File: config.mk
export PLATFORM = sky130hd
export DESIGN_NAME = clip_sequencer_flat
export DESIGN_NICKNAME = d
export VERILOG_FILES = /design/src/rtl/clip_sequencer_pkg.sv /design/src/rtl/clip_sequencer_if.sv /design/src/rtl/clip_sequencer_edge_detect.sv /design/src/rtl/clip_sequencer.sv /design/src/flat_wrapper.sv
export SDC_FILE = /design/constraint.sdc
export NUM_CORES = 1
export LEC_CHECK = 0
export CORE_ASPECT_RATIO = 1.25
export CORE_MARGIN = 4
export CORE_UTILIZATION = 55
export DETAILED_ROUTE_END_ITERATION = 8
export DONT_BUFFER_PORTS = 1
export PLACE_DENSITY_LB_ADDON = 0.12
export SYNTH_ARGS = -nofsm -noshare
export SYNTH_HDL_FRONTEND = slang
export SYNTH_SLANG_ARGS = --single-unit
File: constraint.sdc
create_clock -name clock_i -period 4.4 [get_ports clock_i]
set_clock_uncertainty 0.05 [all_clocks]
set_input_delay 0.88 -clock clock_i [delete_from_list [all_inputs] [get_ports clock_i]]
set_output_delay 0.88 -clock clock_i [all_outputs]
set_load 0.01 [all_outputs]
File: src/rtl/clip_sequencer_pkg.sv
// Shared types and widths for the clip record/playback sequencer.
package clip_sequencer_pkg;

  localparam int unsigned SAMPLE_W = 16;
  localparam int unsigned LED_W    = 4;

  typedef enum logic [2:0] {
    IDLE,
    REC_WAIT,
    REC_WRITE,
    PLAY_FETCH,
    PLAY_LATCH,
    PLAY_WAIT
  } seq_state_t;

endpackage

File: src/rtl/clip_sequencer_if.sv
// Block-RAM access bus between the sequencer (master) and the two sample banks (slave).
interface clip_sequencer_if #(
  parameter int unsigned ADDR_W = 17
);
  import clip_sequencer_pkg::*;

  logic                mem_en;
  logic                mem_we;
  logic                mem_bank;
  logic [ADDR_W-1:0]   mem_addr;
  logic [SAMPLE_W-1:0] mem_wdata;
  logic [SAMPLE_W-1:0] mem_rdata;

  modport master (
    output mem_en, mem_we, mem_bank, mem_addr, mem_wdata,
    input  mem_rdata
  );

  modport slave (
    input  mem_en, mem_we, mem_bank, mem_addr, mem_wdata,
    output mem_rdata
  );

endinterface

File: src/rtl/clip_sequencer_edge_detect.sv
// Registered rising-edge detector for a synchronized command level.
module edge_detect (
  input  logic clock_i,
  input  logic reset_i,
  input  logic level_i,
  output logic pulse_o
);

  logic prev_q;
  logic pulse_q;

  // Track the level every cycle (including reset) so a level held through reset never fires.
  always_ff @(posedge clock_i) begin
    prev_q <= level_i;
    if (reset_i) begin
      pulse_q <= 1'b0;
    end else begin
      pulse_q <= level_i & ~prev_q;
    end
  end

  assign pulse_o = pulse_q;

endmodule

File: src/rtl/clip_sequencer.sv
// Record/playback sequencer: moves samples between deserializer, two RAM banks and serializer.
module clip_sequencer
  import clip_sequencer_pkg::*;
#(
  parameter int unsigned ADDR_W   = 17,
  parameter int unsigned CLIP_LEN = 131072
) (
  input  logic                clock_i,
  input  logic                reset_i,
  input  logic                play_command_i,
  input  logic                record_command_i,
  input  logic                play_clip_select_i,
  input  logic                record_clip_select_i,
  input  logic                deserializer_done_i,
  input  logic [SAMPLE_W-1:0] deserializer_data_i,
  output logic                deserializer_enable_o,
  input  logic                serializer_done_i,
  output logic                serializer_enable_o,
  output logic                serializer_load_o,
  output logic [SAMPLE_W-1:0] serializer_data_o,
  clip_sequencer_if.master    mem,
  output logic [LED_W-1:0]    play_clip_o,
  output logic [LED_W-1:0]    record_clip_o,
  output logic                busy_o
);

  // Lengths need one more bit than addresses when CLIP_LEN == 2**ADDR_W.
  localparam int unsigned         LEN_W     = $clog2(CLIP_LEN + 1);
  localparam logic [ADDR_W-1:0]   LAST_ADDR = ADDR_W'(CLIP_LEN - 1);

  seq_state_t          state_q, state_d;
  logic                bank_q, bank_d;
  logic [ADDR_W-1:0]   waddr_q, waddr_d;
  logic [ADDR_W-1:0]   raddr_q, raddr_d;
  logic [LEN_W-1:0]    len_q [2];
  logic [LEN_W-1:0]    len_d [2];
  logic [SAMPLE_W-1:0] sample_q, sample_d;
  logic [SAMPLE_W-1:0] sdata_q, sdata_d;

  logic play_edge;
  logic rec_edge;
  logic playing;
  logic recording;

  edge_detect u_play_edge (
    .clock_i (clock_i),
    .reset_i (reset_i),
    .level_i (play_command_i),
    .pulse_o (play_edge)
  );

  edge_detect u_rec_edge (
    .clock_i (clock_i),
    .reset_i (reset_i),
    .level_i (record_command_i),
    .pulse_o (rec_edge)
  );

  // State, counters, bank lengths and sample holding registers.
  always_ff @(posedge clock_i) begin
    if (reset_i) begin
      state_q  <= IDLE;
      bank_q   <= 1'b0;
      waddr_q  <= '0;
      raddr_q  <= '0;
      len_q    <= '{default: '0};
      sample_q <= '0;
      sdata_q  <= '0;
    end else begin
      state_q  <= state_d;
      bank_q   <= bank_d;
      waddr_q  <= waddr_d;
      raddr_q  <= raddr_d;
      len_q    <= len_d;
      sample_q <= sample_d;
      sdata_q  <= sdata_d;
    end
  end

  // Next-state logic: command acceptance, record/playback stepping and aborts.
  always_comb begin
    state_d  = state_q;
    bank_d   = bank_q;
    waddr_d  = waddr_q;
    raddr_d  = raddr_q;
    len_d    = len_q;
    sample_d = sample_q;
    sdata_d  = sdata_q;
    unique case (state_q)
      IDLE: begin
        if (rec_edge) begin
          bank_d  = record_clip_select_i;
          waddr_d = '0;
          state_d = REC_WAIT;
        end else if (play_edge) begin
          bank_d = play_clip_select_i;
          if (len_q[play_clip_select_i] != '0) begin
            raddr_d = '0;
            state_d = PLAY_FETCH;
          end
        end
      end
      REC_WAIT: begin
        if (rec_edge) begin
          len_d[bank_q] = LEN_W'(waddr_q);
          state_d       = IDLE;
        end else if (deserializer_done_i) begin
          sample_d = deserializer_data_i;
          state_d  = REC_WRITE;
        end
      end
      REC_WRITE: begin
        // The write issued this cycle always counts, whether stopping or filling up.
        if (rec_edge || (waddr_q == LAST_ADDR)) begin
          len_d[bank_q] = LEN_W'(waddr_q) + LEN_W'(1);
          state_d       = IDLE;
        end else begin
          waddr_d = waddr_q + ADDR_W'(1);
          state_d = REC_WAIT;
        end
      end
      PLAY_FETCH: begin
        state_d = play_edge ? IDLE : PLAY_LATCH;
      end
      PLAY_LATCH: begin
        sdata_d = mem.mem_rdata;
        state_d = play_edge ? IDLE : PLAY_WAIT;
      end
      PLAY_WAIT: begin
        if (play_edge) begin
          state_d = IDLE;
        end else if (serializer_done_i) begin
          if ((LEN_W'(raddr_q) + LEN_W'(1)) == len_q[bank_q]) begin
            state_d = IDLE;
          end else begin
            raddr_d = raddr_q + ADDR_W'(1);
            state_d = PLAY_FETCH;
          end
        end
      end
      default: state_d = IDLE;
    endcase
  end

  // Moore-style outputs decoded from the current state.
  always_comb begin
    recording = (state_q == REC_WAIT) || (state_q == REC_WRITE);
    playing   = (state_q == PLAY_FETCH) || (state_q == PLAY_LATCH) || (state_q == PLAY_WAIT);

    busy_o                = (state_q != IDLE);
    deserializer_enable_o = recording;
    serializer_enable_o   = playing;
    serializer_load_o     = (state_q == PLAY_LATCH);
    serializer_data_o     = (state_q == PLAY_LATCH) ? mem.mem_rdata : sdata_q;

    mem.mem_en    = (state_q == REC_WRITE) || (state_q == PLAY_FETCH);
    mem.mem_we    = (state_q == REC_WRITE);
    mem.mem_bank  = busy_o ? bank_q : 1'b0;
    mem.mem_addr  = '0;
    mem.mem_wdata = '0;
    if (state_q == REC_WRITE) begin
      mem.mem_addr  = waddr_q;
      mem.mem_wdata = sample_q;
    end else if (state_q == PLAY_FETCH) begin
      mem.mem_addr = raddr_q;
    end

    play_clip_o   = '0;
    record_clip_o = '0;
    if (state_q == IDLE) begin
      play_clip_o   = LED_W'(play_clip_select_i);
      record_clip_o = LED_W'(record_clip_select_i);
    end else if (playing) begin
      play_clip_o = LED_W'(bank_q);
    end else begin
      record_clip_o = LED_W'(bank_q);
    end
  end

endmodule

File: src/flat_wrapper.sv
// flat-port wrapper written by rule: the top's interface ports become plain ports
module clip_sequencer_flat import clip_sequencer_pkg::*;
#(
  parameter int unsigned ADDR_W   = 17,
  parameter int unsigned CLIP_LEN = 131072
)
  (clock_i, reset_i, play_command_i, record_command_i, play_clip_select_i, record_clip_select_i, deserializer_done_i, deserializer_data_i, deserializer_enable_o, serializer_done_i, serializer_enable_o, serializer_load_o, serializer_data_o, play_clip_o, record_clip_o, busy_o, mem_mem_en, mem_mem_we, mem_mem_bank, mem_mem_addr, mem_mem_wdata, mem_mem_rdata);
  clip_sequencer_if #(.ADDR_W(ADDR_W)) mem_i ();
  input  logic clock_i;
  input  logic reset_i;
  input  logic play_command_i;
  input  logic record_command_i;
  input  logic play_clip_select_i;
  input  logic record_clip_select_i;
  input  logic deserializer_done_i;
  input  logic [SAMPLE_W-1:0] deserializer_data_i;
  output logic deserializer_enable_o;
  input  logic serializer_done_i;
  output logic serializer_enable_o;
  output logic serializer_load_o;
  output logic [SAMPLE_W-1:0] serializer_data_o;
  output logic [LED_W-1:0] play_clip_o;
  output logic [LED_W-1:0] record_clip_o;
  output logic busy_o;
  output wire logic [$bits(mem_i.mem_en)-1:0] mem_mem_en;
  output wire logic [$bits(mem_i.mem_we)-1:0] mem_mem_we;
  output wire logic [$bits(mem_i.mem_bank)-1:0] mem_mem_bank;
  output wire logic [$bits(mem_i.mem_addr)-1:0] mem_mem_addr;
  output wire logic [$bits(mem_i.mem_wdata)-1:0] mem_mem_wdata;
  input wire logic [$bits(mem_i.mem_rdata)-1:0] mem_mem_rdata;
  assign mem_mem_en = mem_i.mem_en;
  assign mem_mem_we = mem_i.mem_we;
  assign mem_mem_bank = mem_i.mem_bank;
  assign mem_mem_addr = mem_i.mem_addr;
  assign mem_mem_wdata = mem_i.mem_wdata;
  assign mem_i.mem_rdata = mem_mem_rdata;
  clip_sequencer #(.ADDR_W(ADDR_W), .CLIP_LEN(CLIP_LEN)) u_core (.clock_i(clock_i), .reset_i(reset_i), .play_command_i(play_command_i), .record_command_i(record_command_i), .play_clip_select_i(play_clip_select_i), .record_clip_select_i(record_clip_select_i), .deserializer_done_i(deserializer_done_i), .deserializer_data_i(deserializer_data_i), .deserializer_enable_o(deserializer_enable_o), .serializer_done_i(serializer_done_i), .serializer_enable_o(serializer_enable_o), .serializer_load_o(serializer_load_o), .serializer_data_o(serializer_data_o), .mem(mem_i), .play_clip_o(play_clip_o), .record_clip_o(record_clip_o), .busy_o(busy_o));
endmodule
* Yosys cells after proc, flatten, opt, wreduce, memory -nomap -nowiden
Index checks and enable logic that the tools add are counted.
Cells by class: add/subtract/negate cells 4, order comparisons 3, equality and inequality tests 21, muxes and demuxes 46, bitwise logic cells 7, reduce and logical (&&, ||, !) cells 19
Operators by type and width (number):
- $mux 17 | 10
- $mux 18 | 7
- $bwmux 36 | 2
- $mux 36 | 2
- $pmux 36 s2 | 1
- $pmux 17 s2 | 2
- $add 17x1->18 const B | 2
- $add 17x1->17 const B | 2
- $mux 16 | 2
- $mux 3 | 9
- $demux 18 s1 | 1
- $eq 18x18->1 | 1
- $pmux 3 s6 | 1
- $reduce_bool 18->1 | 1
- $eq 17x17->1 const B | 1
- $ne 2x2->1 const B | 8
- $ne 3x3->1 const B | 3
- $reduce_and 3->1 | 3
- $mux 4 | 2
- $reduce_bool 2->1 | 4
- $reduce_and 7->1 | 1
- $eq 3x2->1 const B | 2
- $eq 3x3->1 const B | 2
- $mux 1 | 6
- 15 further kinds | 25
Word-level totals: register bits after elaboration 110, input port bits 40, logic and storage cells 112

* Longest topological paths before layout
depth after elaboration 9, depth in mapped cells 15

* Hierarchy
From an unflattened synthesis, not the netlist that was laid out.
Unflattened totals: cells, all modules 712, area total of the unflattened synthesis 6110.9 um^2
Modules (own cells, without submodules):
- clip_sequencer | times used 1, cells each 706, area an instance 6005.8 um^2
- edge_detect | times used 2, cells each 3, area an instance 52.6 um^2

* Worst setup path before layout
Ideal clock, no wire load.
kind reg2reg, start reg u_core.waddr_q[0], end reg u_core.waddr_q[11], library setup time 0.128 ns, arrival 3.093 ns, path slack 1.129 ns, cell stages (with the launch flop) 16, buffers on the path 2, clock period less this slack 3.271 ns, cells stage by stage dfxtp_1 > ha_1 > and3_1 > and3_1 > and3_1 > and3_1 > and3_1 > and3_1 > ha_1 > or3_1 > clkbuf_1 > nand2_1 > clkbuf_1 > o21ai_1 > a22oi_1 > nor2_1
On the way: cells in the longest elaborated chain, start to end 4, elaborated cells on any way between the ends 7, those cells by class add/sub (1); eq/ne (2); mux (2); reduce/logical (2)
RTL lines:
- start, declared | line clip_sequencer.sv:33 | logic [ADDR_W-1:0] waddr_q, waddr_d;
- start signal, assigned | line clip_sequencer.sv:72 | waddr_q <= waddr_d;
- branches (longest 4 deep; another with $add 17x1->17)
Parallel ways; which one is timed is not known. The select of a mux whose other input is x is not followed. A chain may end at the register's enable or synchronous reset.

* Worst setup path after layout
start reg u_core.waddr_q[0], end reg u_core.waddr_q[10]
Same word-level chain as after synthesis.

==> reports/results.ini <==
[yosys]
yosys.area.top_type=dfxtp_1
synth_edf_count=0
ys.flop_type=dfxtp_1
synth.area.top_cells=dfxtp_1 36%, mux2i_1 8.9%, nor2_1 7.4%
avgSynthCellArea_um2=8.48
synth_cell_type_count=63
syn_inst=717
yosysSeqAreaShare=0.362
synth_top_area_share=0.362
synthesis.area_um2=6080
yosys_warnings=0
async_reset_ff_frac=0
synth-seq-cells=110

[finish]
final_common_cell=nor2_1
final_cell_mix=117 x nor2_1, 110 x dfxtp_1, 54 x mux2i_1, 40 x nand2_1, 35 x a211oi_1
syn2layout_area_growth_pct=4.84
finish.utilization=0.594
ff_latch_area_um2=2200
fillers=1003
final_net_count=727
antenna_cells=0
multi_input_area_um2=3580
drive_gt1_frac=0.0842
fin_area_um2=6370

[floorplan]
rows=42
core_um2=10700
initial_utilization=0.567
ios=104
die_w_um=102
dieArea_um2=12800
fp.dieH_um=126

[clock_tree]
cts_tree=done
numClockSinks=110
cts_made_buffers=9
ctsLongestPathBuffers=2
cts_setup_buffers=0
htree_levels=3
cts_root_buf=clkbuf_16
insertion_delay_ps=360
cts_hold_buf=0
postCtsResizedCells=0
cts.clk_slew.worst_paths_ps=70

[sta]
maxSlewHeadroom=0.417
tightest_slew_ps=867
finalCritPeriodShare=0.857
drv_slew=0
tns_ps=0
post-route-min-period_ps=3770
rsz0062_at_grt=no
setup_viol=0
finalHoldViolCount=0
worst_slack_ps=631
max_freq_mhz=265

[placement]
place_congestion=0.893
place_hpwl_um=11900
io_buffers=0
dpl_cell_area_um2=6060
dp_slack_ps=701

[setup_path]
worst_ep_arrival_time_ps=3970
endpoint_kind=flop
required_ps=4600
worstSetupStartpointType=flop
cp_max_fo=14
setup.worst_path.class=flop to flop

[power]
totalPowerFinal_uw=2620
p_leak_uw=0.00236
power-per-cell-area_nw_per_um2=411
vdd_ir_drop_max_mv=0.230

[detailed_routing]
postRouteAntennaNets=0
drc=0
drtPass1Iterations=5
drt_iter0_drc=454
drt_wl_total_um=16200
via_per_inst=6.25
vias=5128
wl_per_cell_um=19.8

[global_route]
gr-total-overflow=0
grt_use_total=0.259
grt_max_degree=108
antenna_found_initial=0
grt_pass1_vias=5101
grt_first_pass_wirelength_um=26600

[job]
maxCapViolCount=0

[run_status]
status=completed

[worst_hold_path]
hold_path_class=flop to flop

## power breakdown
part           leakage, uW  internal, uW  switching, uW
registers         0.000889          1050           63.0
logic              0.00132           241            411
clock network     0.000148           464            386
total              0.00236          1760            860
## flip-flops by register name (all words and copies together) (netlist names)
signal and count:
u_core.raddr_q 17, u_core.u_rec_edge.pulse_o 1, u_core.state_q 3, u_core.waddr_q 17, u_core.len_q 36, u_core.u_play_edge.prev_q 1, u_core.bank_q 1, u_core.sample_q 16
u_core.u_play_edge.pulse_o 1, u_core.sdata_q 16, u_core.u_rec_edge.prev_q 1
## metal layers
metal | GRT usage | wire length, um | vias to the layer above
li1 | - | - | 2456
met1 | 0.340 | 6850 | 2407
met2 | 0.413 | 7680 | 228
met3 | 0.0546 | 1250 | 37
met4 | 0.101 | 446 | 0
met5 | 0 | 0 | -
## cell type report
class	instances	area share
repair buffers	9	0.0126
multi-input cells	545	0.562
clock inverters	5	0.0104
inverters	9	0.00530
well taps	132	0.0259
flip-flops and latches	110	0.346
clock buffers	11	0.0381
## worst max-delay path: stages, from the launching register on
cell and delay (ps):
dfxtp_1 380, ha_1 270, and3_1 230, and3_1 240, and3_1 210, and3_1 240, and3_1 210, and3_1 180
ha_1 210, or3_1 560, nand2_1 430, o21ai_0 160, a22oi_1 210, nor2_1 70
## cell usage after synthesis (17+ instances only)
master	number
nor2_1	119
dfxtp_1	110
mux2i_1	54
nand2_1	40
clkbuf_1	37
a211oi_1	35
xnor2_1	24
and2_1	18
and3_1	18
mux2_2	18
xor2_1	17
## final timing paths
kind | startpoint | end | slack [ps] | cells after the start
setup / recovery | u_core.waddr_q[0] | u_core.waddr_q[10] | 630 | 13
hold / removal | u_core.u_play_edge.prev_q | u_core.u_play_edge.pulse_o | 340 | 1
setup reg to reg | u_core.waddr_q[0] | u_core.waddr_q[10] | 630 | 13
hold reg to reg | u_core.u_play_edge.prev_q | u_core.u_play_edge.pulse_o | 340 | 1
## kinds of logic after synthesis
logic type / count (synthesis) / synth area share
AO/OA/AOI/OAI: 125 / 0.146
XOR/XNOR: 42 / 0.0628
adder cells (fa/ha/maj): 3 / 0.00618
buffers and inverters: 67 / 0.0523
flip-flops: 110 / 0.362
multiplexers: 73 / 0.124
other: 1 / 0.000617
AND/OR/NAND/NOR: 296 / 0.246
## per-stage QoR
step,instances,hold slack (ps)
3_3_place_gp,805,330
4_1_cts,821,343
2_1_floorplan,722,323
3_5_place_dp,805,336
6_report,821,342
5_1_grt,821,356
(Power assumes the default switching activity.)
